<file path="config.mk">
export PLATFORM = sky130hd
export DESIGN_NAME = ov7670_snapshot_ctrl_flat
export DESIGN_NICKNAME = d
export VERILOG_FILES = /design/src/rtl/ov7670_snapshot_ctrl_if.sv /design/src/rtl/ov7670_snapshot_ctrl.sv /design/src/flat_wrapper.sv
export SDC_FILE = /design/constraint.sdc
export NUM_CORES = 1
export LEC_CHECK = 0
export ABC_AREA = 1
export CAP_MARGIN = 40
export CORE_UTILIZATION = 35
export CTS_BUF_LIST = sky130_fd_sc_hd__clkbuf_4 sky130_fd_sc_hd__clkbuf_8 sky130_fd_sc_hd__clkbuf_16
export CTS_CLUSTER_SIZE = 28
export DETAILED_ROUTE_END_ITERATION = 10
export PLACE_DENSITY = 0.66
export REMOVE_ABC_BUFFERS = 1
export SYNTH_ARGS = -nofsm -noshare
export SYNTH_HDL_FRONTEND = slang
export SYNTH_SLANG_ARGS = --single-unit
</file>
<file path="constraint.sdc">
create_clock -name pclk -period 2 [get_ports pclk]
set_clock_uncertainty 0.1 [all_clocks]
set_input_delay 0.4 -clock pclk [delete_from_list [all_inputs] [get_ports pclk]]
set_output_delay 0.4 -clock pclk [all_outputs]
set_load 0.1 [all_outputs]
</file>
<file path="src/rtl/ov7670_snapshot_ctrl_if.sv">
// rtl/ov7670_snapshot_ctrl_if.sv - capture-side and frame-buffer write-port signals
interface ov7670_snapshot_ctrl_if #(
  parameter int ADDR_W = 19,
  parameter int DATA_W = 12
);
  logic [ADDR_W-1:0] cap_addr;
  logic [DATA_W-1:0] cap_data;
  logic              cap_we;
  logic [ADDR_W-1:0] bram_addr;
  logic [DATA_W-1:0] bram_data;
  logic              bram_we;

  modport master (
    output cap_addr, cap_data, cap_we,
    input  bram_addr, bram_data, bram_we
  );

  modport slave (
    input  cap_addr, cap_data, cap_we,
    output bram_addr, bram_data, bram_we
  );
endinterface

</file>
<file path="src/rtl/ov7670_snapshot_ctrl.sv">
// rtl/ov7670_snapshot_ctrl.sv - live pass-through / single-frame snapshot gate for the OV7670 frame buffer
module ov7670_snapshot_ctrl #(
  parameter int H_PIXELS = 640,
  parameter int V_LINES  = 480,
  parameter int ADDR_W   = 19,
  parameter int DATA_W   = 12
) (
  input  logic                 pclk,
  input  logic                 reset_n,
  input  logic                 vsync,
  input  logic                 snap_req,
  input  logic                 live_req,
  ov7670_snapshot_ctrl_if.slave bus,
  output logic                 freeze_frame,
  output logic                 busy,
  output logic                 frame_done,
  output logic [ADDR_W-1:0]    pixel_count,
  output logic [15:0]          frame_count,
  output logic                 short_frame
);

  localparam int                FRAME_PIXELS = H_PIXELS * V_LINES;
  localparam logic [ADDR_W:0]   FRAME_LIMIT  = (ADDR_W+1)'(FRAME_PIXELS);
  localparam logic [ADDR_W-1:0] PIX_MAX      = ADDR_W'(FRAME_PIXELS);

  typedef enum logic [1:0] {S_LIVE, S_ARMED, S_CAPTURE, S_HOLD} state_t;

  state_t            state, state_next;
  logic              vsync_q, sof, eof, pass, in_range, accept;
  logic [ADDR_W-1:0] pixel_count_next;

  assign sof      = ~vsync & vsync_q;
  assign eof      = vsync & ~vsync_q;
  assign in_range = {1'b0, bus.cap_addr} < FRAME_LIMIT;
  assign accept   = bus.cap_we & in_range & (state == S_CAPTURE);
  // Counter stops at a full frame; surplus writes still pass if their address is legal.
  assign pixel_count_next = (accept && (pixel_count != PIX_MAX)) ?
                            pixel_count + ADDR_W'(1) : pixel_count;

  always_ff @(posedge pclk) begin
    if (!reset_n) state <= S_LIVE;
    else          state <= state_next;
  end

  always_comb begin
    state_next = state;
    case (state)
      S_LIVE:    if (snap_req) state_next = S_ARMED;
      S_ARMED: begin
        if (live_req)  state_next = S_LIVE;
        else if (sof)  state_next = S_CAPTURE;
      end
      S_CAPTURE: if (eof) state_next = S_HOLD;
      S_HOLD: begin
        if (snap_req)      state_next = S_ARMED;
        else if (live_req) state_next = S_LIVE;
      end
      default:   state_next = S_LIVE;
    endcase
  end

  always_comb begin
    pass         = (state == S_LIVE) || (state == S_CAPTURE);
    busy         = (state == S_ARMED) || (state == S_CAPTURE);
    freeze_frame = (state == S_HOLD);
  end

  always_ff @(posedge pclk) begin
    if (!reset_n) begin
      vsync_q       <= 1'b1;
      bus.bram_addr <= '0;
      bus.bram_data <= '0;
      bus.bram_we   <= 1'b0;
      frame_done    <= 1'b0;
      pixel_count   <= '0;
      frame_count   <= '0;
      short_frame   <= 1'b0;
    end else begin
      vsync_q       <= vsync;
      bus.bram_addr <= bus.cap_addr;
      bus.bram_data <= bus.cap_data;
      bus.bram_we   <= bus.cap_we & pass & in_range;
      frame_done    <= (state == S_CAPTURE) & eof;
      if (eof) frame_count <= frame_count + 16'd1;
      if ((state == S_ARMED) && (state_next == S_CAPTURE)) pixel_count <= '0;
      else                                                 pixel_count <= pixel_count_next;
      if ((state == S_CAPTURE) && eof) short_frame <= (pixel_count_next != PIX_MAX);
    end
  end

endmodule

</file>
<file path="src/flat_wrapper.sv">
// flat-port wrapper written by rule: the top's interface ports become plain ports
module ov7670_snapshot_ctrl_flat 
#(
  parameter int H_PIXELS = 640,
  parameter int V_LINES  = 480,
  parameter int ADDR_W   = 19,
  parameter int DATA_W   = 12
)
  (pclk, reset_n, vsync, snap_req, live_req, freeze_frame, busy, frame_done, pixel_count, frame_count, short_frame, bus_cap_addr, bus_cap_data, bus_cap_we, bus_bram_addr, bus_bram_data, bus_bram_we);
  ov7670_snapshot_ctrl_if #(.ADDR_W(ADDR_W), .DATA_W(DATA_W)) bus_i ();
  input  logic pclk;
  input  logic reset_n;
  input  logic vsync;
  input  logic snap_req;
  input  logic live_req;
  output logic freeze_frame;
  output logic busy;
  output logic frame_done;
  output logic [ADDR_W-1:0] pixel_count;
  output logic [15:0] frame_count;
  output logic short_frame;
  input wire logic [$bits(bus_i.cap_addr)-1:0] bus_cap_addr;
  input wire logic [$bits(bus_i.cap_data)-1:0] bus_cap_data;
  input wire logic [$bits(bus_i.cap_we)-1:0] bus_cap_we;
  output wire logic [$bits(bus_i.bram_addr)-1:0] bus_bram_addr;
  output wire logic [$bits(bus_i.bram_data)-1:0] bus_bram_data;
  output wire logic [$bits(bus_i.bram_we)-1:0] bus_bram_we;
  assign bus_i.cap_addr = bus_cap_addr;
  assign bus_i.cap_data = bus_cap_data;
  assign bus_i.cap_we = bus_cap_we;
  assign bus_bram_addr = bus_i.bram_addr;
  assign bus_bram_data = bus_i.bram_data;
  assign bus_bram_we = bus_i.bram_we;
  ov7670_snapshot_ctrl #(.H_PIXELS(H_PIXELS), .V_LINES(V_LINES), .ADDR_W(ADDR_W), .DATA_W(DATA_W)) u_core (.pclk(pclk), .reset_n(reset_n), .vsync(vsync), .snap_req(snap_req), .live_req(live_req), .bus(bus_i), .freeze_frame(freeze_frame), .busy(busy), .frame_done(frame_done), .pixel_count(pixel_count), .frame_count(frame_count), .short_frame(short_frame));
endmodule
</file>
# Yosys cells after proc, flatten, opt, wreduce, memory -nomap -nowiden
# Index checks and enable logic that the tools add are counted.
# W data, S select, Z words.
[op_classes]
div = 0
order_cmp = 1
n_reduce_logical = 7
add_sub_neg = 2
n_bitwise = 10
n_eq_ne = 6
mux = 8
multipliers = 0
shift = 0
[op_table]
columns = ["operator", "count"]
rows = [
  ["$ne A19 B19 Y1 const B", 2],
  ["$add A19 B1 Y19 const B", 1],
  ["$lt A19 B19 Y1 const B", 1],
  ["$mux W19", 1],
  ["$add A16 B1 Y16 const B", 1],
  ["$mux W2", 6],
  ["$pmux W2 S4", 1],
  ["$and A1 B1 Y1", 7],
  ["$eq A2 B2 Y1 const B", 3],
  ["$logic_and A1 B1 Y1", 3],
  ["$not A1 Y1", 3],
  ["$eq A2 B1 Y1 const B", 1],
  ["$logic_not A2 Y1", 1],
  ["$logic_or A1 B1 Y1", 2],
  ["$reduce_or A2 Y1", 1],
]
[totals]
inputBits = 37
ff_bits = 72
memories = 0
latch_bits = 0
ram_bits = 0
word_cells = 43
romBits = 0
output_inout_bits = 71

# Depth between registers and ports, before layout
[depth]
ltp_word = 8
mapped_depth = 17
mapped_depth_nobuf = 16

# Worst setup path after synthesis
# OpenSTA, ideal clock, no wires.
[synth_path]
kind = "flip-flop to flip-flop"
from = "register u_core.pixel_count[0]"
to = "register u_core.short_frame"
required_time_ns = 1.791
t_arrival_ns = 2.494
path_slack_ns = -0.703
synth_period_minus_slack_ns = 2.703
stages_incl_launch_ff = 15
setup_ns = 0.109
path_buffers = 0
path_cell_list = "dfxtp_1 ha_1 nand3_1 nor2_1 nand3_1 nand2_1 nand2_1 nand2_1 nand2_1 nor2_1 nand2_1 nor2_1 nand3_1 nand2_1 inv_1"
[synth_via]
elab_chain_cells = 4
word_cells_on_any_way = 5
cone_classes = "add/sub: 1; eq/ne: 2; mux: 1; reduce/logical: 1"
[synth_rtl]
columns = ["element", "line_no", "source"]
rows = [
  ["start, declared", "ov7670_snapshot_ctrl.sv:17", "output logic [ADDR_W-1:0] pixel_count,"],
  ["start signal, assigned", "ov7670_snapshot_ctrl.sv:86", "else pixel_count <= pixel_count_next;"],
  ["branches (longest 2 deep; another with $add A19 B1 Y19)", "n/a", ""],
  ["$mux W19 *", "ov7670_snapshot_ctrl.sv:37", "assign pixel_count_next = (accept && (pixel_count != PIX_MAX)) ?"],
  ["$ne A19 B19 Y1 *", "ov7670_snapshot_ctrl.sv:87", "if ((state == S_CAPTURE) && eof) short_frame <= (pixel_count_next != PIX_MAX);"],
  ["end signal, assigned", "ov7670_snapshot_ctrl.sv:87", ""],
  ["end, declared", "ov7670_snapshot_ctrl.sv:19", "output logic short_frame"],
]
# Mark *: on every way between the ends.
# A chain may end at the register's enable or synchronous reset.

# Worst setup path in the final report
# Same ends and word-level chain as after synthesis.

==> impl_metrics.ini <==
[timing]
rsz0062_at_grt = true
hold_viol_final = 0
period_needed_ns = 1.991
setup_viol = 0
worst_pin_slew_ns = 0.3753
finalMaxSlewViolations = 0
timing.fmax_mhz = 502.3
holdWs_ns = 0.1967
max-slew-margin-rel_pct = 74.90
fin_crit_sh_pct = 99.55

[worst_setup_path]
cpMostUsedCell = nand2_1
crit_required_ns = 2.15
cp_cell_sequence = inv_4 -> ha_4 -> nand2_1 -> nor2_1 -> nand3_1 -> nor2_2 -> nor2_4 -> buf_4 -> nand2_1 -> o21ai_0 -> inv_1 -> nand2_1 -> nor2_2 -> nand3_1 -> nand2_1 -> inv_1
worstSetupEndpointType = flop
arrival_ns = 2.14
slowest_stage = dfxtp_4
start_kind = flop
crit_fanout = 6
criticalPathCategory = reg2reg
slowest_delay_ns = 0.38

[logic_synthesis]
post_synth.cell_area_avg_um2 = 6.842
yosysTopAreaCell = dfxtp_1
yosysWarningCount = 0
netlist.area_leader.share_pct = 42.56
synth_cells = 495
synth_edf_count = 0
synth_area_leaders = dfxtp_1 43%, nand2_1 16%, inv_1 8.5%
yosys.cell_count.top_type = nand2_1
async_flop_share_pct = 0
ys_ff_latch = 72
synth_cell_types = 30
yosys_most_used_dff = dfxtp_1
synth-seq-area-share_pct = 42.56
syn_area_um2 = 3387
synth_common_cells = 145 x nand2_1, 77 x inv_1, 72 x dfxtp_1

[routing]
route.detailed.drc = 0
routed_via_density = 4.650
dr_total_vias = 3748
wl_per_cell_um = 12.27
drt-total-wl_um = 9887
final_antenna_net_count = 0
drtIter0Drc = 165
first_pass_iters = 5

[place]
portBuffers = 107
routabilityCongestion = 0.9274
dp_cells = 786
post-dp-hpwl_um = 7381

[clock_network]
clk_pin_slew_ns = 0.08
clock_latency_ns = 0.35
cts_hold_buffers = 0
cts.sinks = 72
numCtsBuffers = 9
tritoncts = yes
h-tree-depth = 3
cts-root-buf = clkbuf_8
cts_buffer_depth = 2

[floorplanning]
start_util_pct = 36.31
ios = 108
die_h_um = 100.4
coreArea_um2 = 9328
die_area_um2 = 10070
fp-row-count = 35
die_w_um = 100.4

[job]
maxCapViolations = 0

[layout]
final_cell_count_no_fill = 806
drive_gt1_share_pct = 32.35
area.sequential_um2 = 1464
area_delta_synth_final_pct = 70.93
n_fill_cell = 787
diodes = 0
layout.nets = 717
multi_input_area_um2 = 1740

[grt]
antenna_found_initial = 0
grt_overflow = 0
grt_first_pass_wirelength_um = 16000
grt_max_degree = 43
grt_pass1_vias = 3673
grt_use_total_pct = 20.01

[worst_hold_path]
hp-class = in2reg

[pwr]
power_density_nw_per_um2 = 639.0
p_leak_nw = 2.715
vdd_ir_drop_max_mv = 0.7900

[outcome]
status = complete, no violations
## area by class of cell
class / instances / area share, %
timing repair buffer: 174 / 33.09
multi-input combinational: 336 / 30.06
sequential: 72 / 25.29
clock inverter: 7 / 1.470
tap: 129 / 2.788
inverter: 79 / 5.165
clock buffer: 9 / 2.140
## flip-flops by register name (all words and copies together), names as in the netlist
register	cells
u_core.frame_count	16
u_core.frame_done	1
u_core.bus.bram_data	12
u_core.bus.bram_addr	19
u_core.short_frame	1
u_core.vsync_q	1
u_core.bus.bram_we	1
u_core.state	2
u_core.pixel_count	19
## layer usage
layer,vias up,GRT usage (%),share of wire (%),routed length [um]
li1,1890,-,-,-
met1,1682,24.00,41,4046
met2,161,32.82,48,4781
met3,15,6.755,9.3,920
met4,0,8.138,1.4,139
met5,-,0,0,0
## where the power goes
part           leakage [nW]  switching, W  internal, W  total [W]
Combinational          2.02      0.000635     0.000309   0.000944
Clock                 0.100      0.000635     0.000602    0.00124
Sequential            0.597     0.0000326      0.00148    0.00152
## logic make-up (layout without fill, tap and decap cells)
family | after synthesis | in the layout | synth area share [%]
and+or+nand+nor | 267 | 268 | 33.65
buffers and inverters | 88 | 269 | 10.45
DFF | 72 | 72 | 42.56
AOI/OAI and AO/OA | 50 | 50 | 7.795
xor gates and xnor gates | 10 | 10 | 2.586
adders and majority gates | 8 | 8 | 2.955
## placed cells by master, fill, tap and decap left out, types with 5 or more instances in the layout
master / instances
buf_4: 95
xor2_1: 6
buf_12: 40
nand2_2: 15
nand3_2: 5
inv_2: 6
nor2_4: 5
nand3_1: 23
clkbuf_8: 9
o21ai_0: 14
dfxtp_1: 60
a21oi_1: 29
nor3_1: 7
dfxtp_2: 9
nor2_2: 11
inv_1: 72
nand4_1: 8
nor2_1: 54
clkdlybuf4s50_1: 33
nand2_1: 131
ha_1: 6
## worst max-delay path, delay by kind of cell, from the launching register on
family / cells / cell delay, ns
AND/OR/NAND/NOR: 10 / 0.85
flip-flops: 1 / 0.38
adder cells (fa/ha/maj): 1 / 0.13
buffers and inverters: 4 / 0.34
AO/OA/AOI/OAI: 1 / 0.09
## stage by stage
| stage | instance area [um^2] | total power (W) | util (%) | setup WS, ns | setup TNS [ns] |
|---|---|---|---|---|---|
| floorplan | 3329 | 0.002128 | - | -0.7179 | -10.19 |
| detailed placement | 5365 | 0.002470 | 57.52 | -0.3719 | -4.860 |
| global route | 5789 | 0.003833 | 62.07 | -0.1809 | -0.1809 |
| global placement | 5365 | 0.002458 | 57.52 | -0.3340 | -3.886 |
| finish | 5789 | 0.003699 | 62.07 | 0.009053 | 0 |
| CTS | 5585 | 0.003696 | 59.88 | 0.006045 | 0 |
## timing repair
| item | CTS | global route |
|---|---|---|
| cloned | 0 | 1 |
| setup buffers | 0 | 3 |
| pin swaps | 2 | 17 |
| resized for setup | 9 | 56 |
| endpoints found under the setup margin | 1 | 24 |
## worst paths after layout
check / cells after the start / to / startpoint / slack, ns
worst max register to register: 16 / u_core.short_frame / u_core.pixel_count[0] / 0.009
worst max-delay path: 16 / u_core.short_frame / u_core.pixel_count[0] / 0.009
worst min-delay path: 3 / u_core.bus.bram_addr[16] / bus_cap_addr[16] / 0.20
worst min register to register: 2 / u_core.frame_count[14] / u_core.frame_count[14] / 0.40
(Power assumes the default switching activity.)
